File: config.mk
export PLATFORM = sky130hd
export DESIGN_NAME = alu_arbiter
export DESIGN_NICKNAME = d
export VERILOG_FILES = /design/src/rtl/alu_pkg.sv /design/src/rtl/alu_rr_arb.sv /design/src/rtl/alu_arbiter.sv
export SDC_FILE = /design/constraint.sdc
export NUM_CORES = 1
export LEC_CHECK = 0
export CAP_MARGIN = 20
export CORE_MARGIN = 5
export CORE_UTILIZATION = 34
export CTS_CLUSTER_DIAMETER = 60
export DETAILED_ROUTE_END_ITERATION = 8
export PLACE_DENSITY_LB_ADDON = 0.05
export SETUP_SLACK_MARGIN = 0.05
export SLEW_MARGIN = 10
export SYNTH_ARGS = -nofsm -noshare
export SYNTH_HDL_FRONTEND = slang
export SYNTH_SLANG_ARGS = --single-unit
File: constraint.sdc
create_clock -name clk -period 1.4 [get_ports clk]
set_input_delay 0.35 -clock clk [delete_from_list [all_inputs] [get_ports clk]]
set_output_delay 0.35 -clock clk [all_outputs]
set_load 0.05 [all_outputs]
File: src/rtl/alu_pkg.sv
// alu_pkg: op codes, FSM state encoding and default multiply latency shared by the ALU arbiter
package alu_pkg;
    localparam logic [1:0] ALU_ADD = 2'b00;
    localparam logic [1:0] ALU_SUB = 2'b01;
    localparam logic [1:0] ALU_MUL = 2'b10;
    localparam logic [1:0] ALU_ROR = 2'b11;
    typedef enum logic [1:0] {IDLE, EXEC, RESP} state_t;
    localparam int MUL_CYCLES_DEF = 2;
endpackage

File: src/rtl/alu_rr_arb.sv
// alu_rr_arb: two-way grant; on contention the requester other than last_grant wins
// ports: valid0/valid1 request valids, last_grant previous winner, grant winning index
module alu_rr_arb (
    input  logic valid0,
    input  logic valid1,
    input  logic last_grant,
    output logic grant
);
    assign grant = (valid0 && valid1) ? ~last_grant : valid1;
endmodule

File: src/rtl/alu_arbiter.sv
// alu_arbiter: shares one external combinational ALU between two requesters (IDLE/EXEC/RESP FSM)
// ports: clk/reset (sync, active-high); reqN{Valid,Ready,In1,In2,Op} request channels;
//        rspN{Valid,Ready} response channels sharing rspData; aluIn1/aluIn2/aluOp/aluOut ALU link; busy
// ALU_ARBITER_RR_EN defined: round-robin on contention; undefined: requester 0 always wins
module alu_arbiter
    import alu_pkg::*;
#(
    parameter int MUL_CYCLES = MUL_CYCLES_DEF
) (
    input  logic        clk,
    input  logic        reset,
    input  logic        req0Valid,
    input  logic        req1Valid,
    output logic        req0Ready,
    output logic        req1Ready,
    input  logic [31:0] req0In1,
    input  logic [31:0] req0In2,
    input  logic [31:0] req1In1,
    input  logic [31:0] req1In2,
    input  logic [1:0]  req0Op,
    input  logic [1:0]  req1Op,
    output logic        rsp0Valid,
    output logic        rsp1Valid,
    input  logic        rsp0Ready,
    input  logic        rsp1Ready,
    output logic [31:0] rspData,
    output logic [31:0] aluIn1,
    output logic [31:0] aluIn2,
    output logic [1:0]  aluOp,
    input  logic [31:0] aluOut,
    output logic        busy
);
    state_t      state;
    logic [2:0]  cnt;
    logic        owner;
    logic        grant;
    logic        last_grant;
    logic        accept;
    logic [1:0]  sel_op;

    alu_rr_arb u_arb (
        .valid0     (req0Valid),
        .valid1     (req1Valid),
        .last_grant (last_grant),
        .grant      (grant)
    );

    assign req0Ready = (state == IDLE) && !grant && req0Valid;
    assign req1Ready = (state == IDLE) && grant && req1Valid;
    assign accept    = req0Ready || req1Ready;
    assign sel_op    = grant ? req1Op : req0Op;
    assign rsp0Valid = (state == RESP) && !owner;
    assign rsp1Valid = (state == RESP) && owner;
    assign busy      = state != IDLE;

`ifdef ALU_ARBITER_RR_EN
    always_ff @(posedge clk) begin
        if (reset)
            last_grant <= 1'b1;
        else if (accept)
            last_grant <= grant;
    end
`else
    // tied high so contention always resolves to requester 0
    assign last_grant = 1'b1;
`endif

    always_ff @(posedge clk) begin
        if (reset) begin
            state   <= IDLE;
            cnt     <= '0;
            owner   <= 1'b0;
            aluIn1  <= '0;
            aluIn2  <= '0;
            aluOp   <= '0;
            rspData <= '0;
        end else begin
            case (state)
                IDLE: if (accept) begin
                    aluIn1 <= grant ? req1In1 : req0In1;
                    aluIn2 <= grant ? req1In2 : req0In2;
                    aluOp  <= sel_op;
                    owner  <= grant;
                    cnt    <= (sel_op == ALU_MUL) ? 3'(MUL_CYCLES) : 3'd1;
                    state  <= EXEC;
                end
                EXEC: if (cnt == 3'd1) begin
                    rspData <= aluOut;
                    cnt     <= '0;
                    state   <= RESP;
                end else begin
                    cnt <= cnt - 3'd1;
                end
                RESP: if (owner ? rsp1Ready : rsp0Ready)
                    state <= IDLE;
                default: state <= IDLE;
            endcase
        end
    end
endmodule

==> impl_metrics.tcl <==
set metrics [dict create \
    synth_enable_flop_cells 0 \
    clockBufferDepth 2 \
    vias 4846 \
    cts_hold_buf 0 \
    synth_seq_area_share 0.473 \
    ant_nets 0 \
    layout-drive-gt1-share 0.438 \
    postSynthAreaPerCell_um2 9.23 \
    fin_util 0.830 \
    synthTopCellsByCount "104 x dfxtp_1, 71 x nor2_1, 66 x mux2i_1" \
    startpoint_type "flip-flop" \
    ys_types 28 \
    hold_violations 0 \
    maxSlewViolCount 0 \
    yosys.area.top_type "dfxtp_1" \
    cts_sinks 104 \
    maxCapViolations 0 \
    start_util 0.347 \
    slew_headroom 0.770 \
    cts_tree "done" \
    dr.pass1.iters 4 \
    pin_count 273 \
    worstMarginPinSlew_ns 0.336 \
    end_kind "output port" \
    root_buffer "clkbuf_16" \
    viasPerCell 5.01 \
    cp.required_ns 1.05 \
    setup_viol 62 \
    synthesis.area_um2 4400 \
    first_iter_violations 178 \
    dieArea_um2 15300 \
    fp.coreArea_um2 12700 \
    num_rows 41 \
    n_fill_cell 705 \
    synthCells 477 \
    path_clk_slew_ns 0.07 \
    power.density_nw_per_um2 1140 \
    antenna_found_initial 0 \
    gr-total-overflow 0 \
    crit_arrival_ns 1.20 \
    min_path_type "primary input to flip-flop" \
    rsz0062_at_grt "true" \
    fin_skew_ns 0.00580 \
    fmax_ghz 0.643 \
    synth_ff_type "dfxtp_1" \
    drt-total-wl_um 19200 \
    power_mw 12.0 \
    grt_max_degree 47 \
    drc 0 \
    cts_buffers 9 \
    power_leakage_nw 4.23 \
    port_buffers 272 \
    grt_pass1_wl_um 28700 \
    finalCritPeriodShare 1.11 \
    worst-path-max-fanout 3 \
    hpwlAfterDp_um 12000 \
    htree_num_levels 3 \
    syn_to_final_growth_pct 139 \
    ys_ff_latch 104 \
    synth-async-reset-ratio 0 \
    irDropWorstVdd_v 0.000703 \
    failed_checks "setup timing" \
    syn_nets 649 \
    r2r_slack_ns -0.10 \
    track_usage 0.245 \
    synth_most_common_cell "dfxtp_1" \
    die_y_um 124 \
    num_antenna_cells 0 \
    routedWlPerCell_um 19.8 \
    fin_crit_ns 1.55 \
    clock_latency_ns 0.35 \
    grt_pass1_vias 5404 \
    post-synth-top-area-fraction 0.473 \
    yosys_warnings 0 \
    num-nets-final 963 \
    dp_slack_ns -0.460 \
    critical_path_class "flip-flop to output port" \
    setup_ws_ns -0.154 \
    synthTopCellsByArea "dfxtp_1 47%, mux2i_1 15%, a211oi_1 9.0%, nor2_1 6.1%, nand2_1 5.5%" \
    status "finished with violations" \
    place.gp.congestion 0.750 \
    die_width_um 124 \
]
-- area by class of cell --
type	instances	area, µm²	area share
well taps	172	215	0.0205
flip-flops and latches	104	2090	0.199
clock buffers	13	260	0.0248
multi-input cells	328	2860	0.272
inverters	4	15.0	0.00143
clock inverters	3	40.0	0.00381
repair buffers	344	5040	0.479
-- kinds of logic (layout without fill, tap and decap cells) --
group                    after synthesis  count (layout)  synth area share
AO/OA/AOI/OAI                        110             110             0.182
multiplexers                          66              66             0.150
AND/OR/NAND/NOR                      150             150             0.139
adder cells (fa/ha/maj)                2               2           0.00568
flip-flops                           104             104             0.473
buffers and inverters                 45             364            0.0500
-- timing repair --
| action | CTS | global route |
|---|---|---|
| cloned | 20 | 1 |
| endpoints found under the setup margin | 105 | 107 |
| pin swaps | 66 | 15 |
| setup buffers | 28 | 5 |
| gates resized for setup | 173 | 49 |
-- worst max-delay path, cell delays in order, from the launching register on --
cell and delay (ns):
dfxtp_2 0.34, buf_6 0.12, and3b_2 0.25, buf_12 0.14
-- worst paths after layout --
path	from	end	cells after the start
hold reg to reg	rspData[12]	rspData[12]	2
hold / removal	reset	cnt[2]	2
setup reg to reg	state[0]	rspData[13]	8
setup / recovery	state[0]	rsp1Valid	3
-- registers in the layout, summed over array words and instances, names as in the netlist --
signal	flops
state	2
owner	1
rspData	32
aluOp	2
cnt	3
aluIn1	32
aluIn2	32
-- cells in the final DEF, fill, tap and decap left out, types with 2 or more instances in the layout --
cell type,n
a211oi_2,65
a211oi_4,2
a21oi_1,34
a21oi_2,3
buf_12,130
buf_16,13
buf_4,18
buf_6,7
buf_8,4
bufbuf_16,3
clkbuf_1,2
clkbuf_16,10
clkbuf_8,2
clkdlybuf4s50_1,166
clkinv_2,2
dfxtp_1,101
dfxtp_4,2
dlygate4sd2_1,2
inv_1,2
inv_2,2
mux2i_1,61
mux2i_2,5
nand2_1,55
nand2_2,9
nand2b_4,2
nand3b_1,4
nor2_1,16
nor2_2,20
nor2_4,36
nor3_1,2
nor3b_4,2
-- per-layer routing --
layer / global-route usage / routed length, µm
met5: 0 / 0
met4: 0.0976 / 530
met3: 0.0581 / 1370
met2: 0.457 / 10400
met1: 0.265 / 6830
-- stage by stage --
stage | instance area (µm²) | setup TNS [ns] | hold WS (ns) | std cells
2_1_floorplan | 4420 | -0.0991 | 0.486 | 477
3_3_place_gp | 8560 | -28.30 | 0.479 | 905
3_5_place_dp | 8560 | -30.56 | 0.484 | 905
4_1_cts | 10400 | -3.59 | 0.392 | 969
5_1_grt | 10500 | -8.38 | 0.399 | 968
6_report | 10500 | -3.44 | 0.387 | 968
-- power breakdown --
part	switching (mW)	internal, mW	total (mW)	leakage [nW]
Clock	1.09	1.48	2.57	0.150
Combinational	2.66	3.05	5.71	3.22
Sequential	0.453	3.30	3.75	0.859
Note: power is estimated with default switching activity, not from simulation.
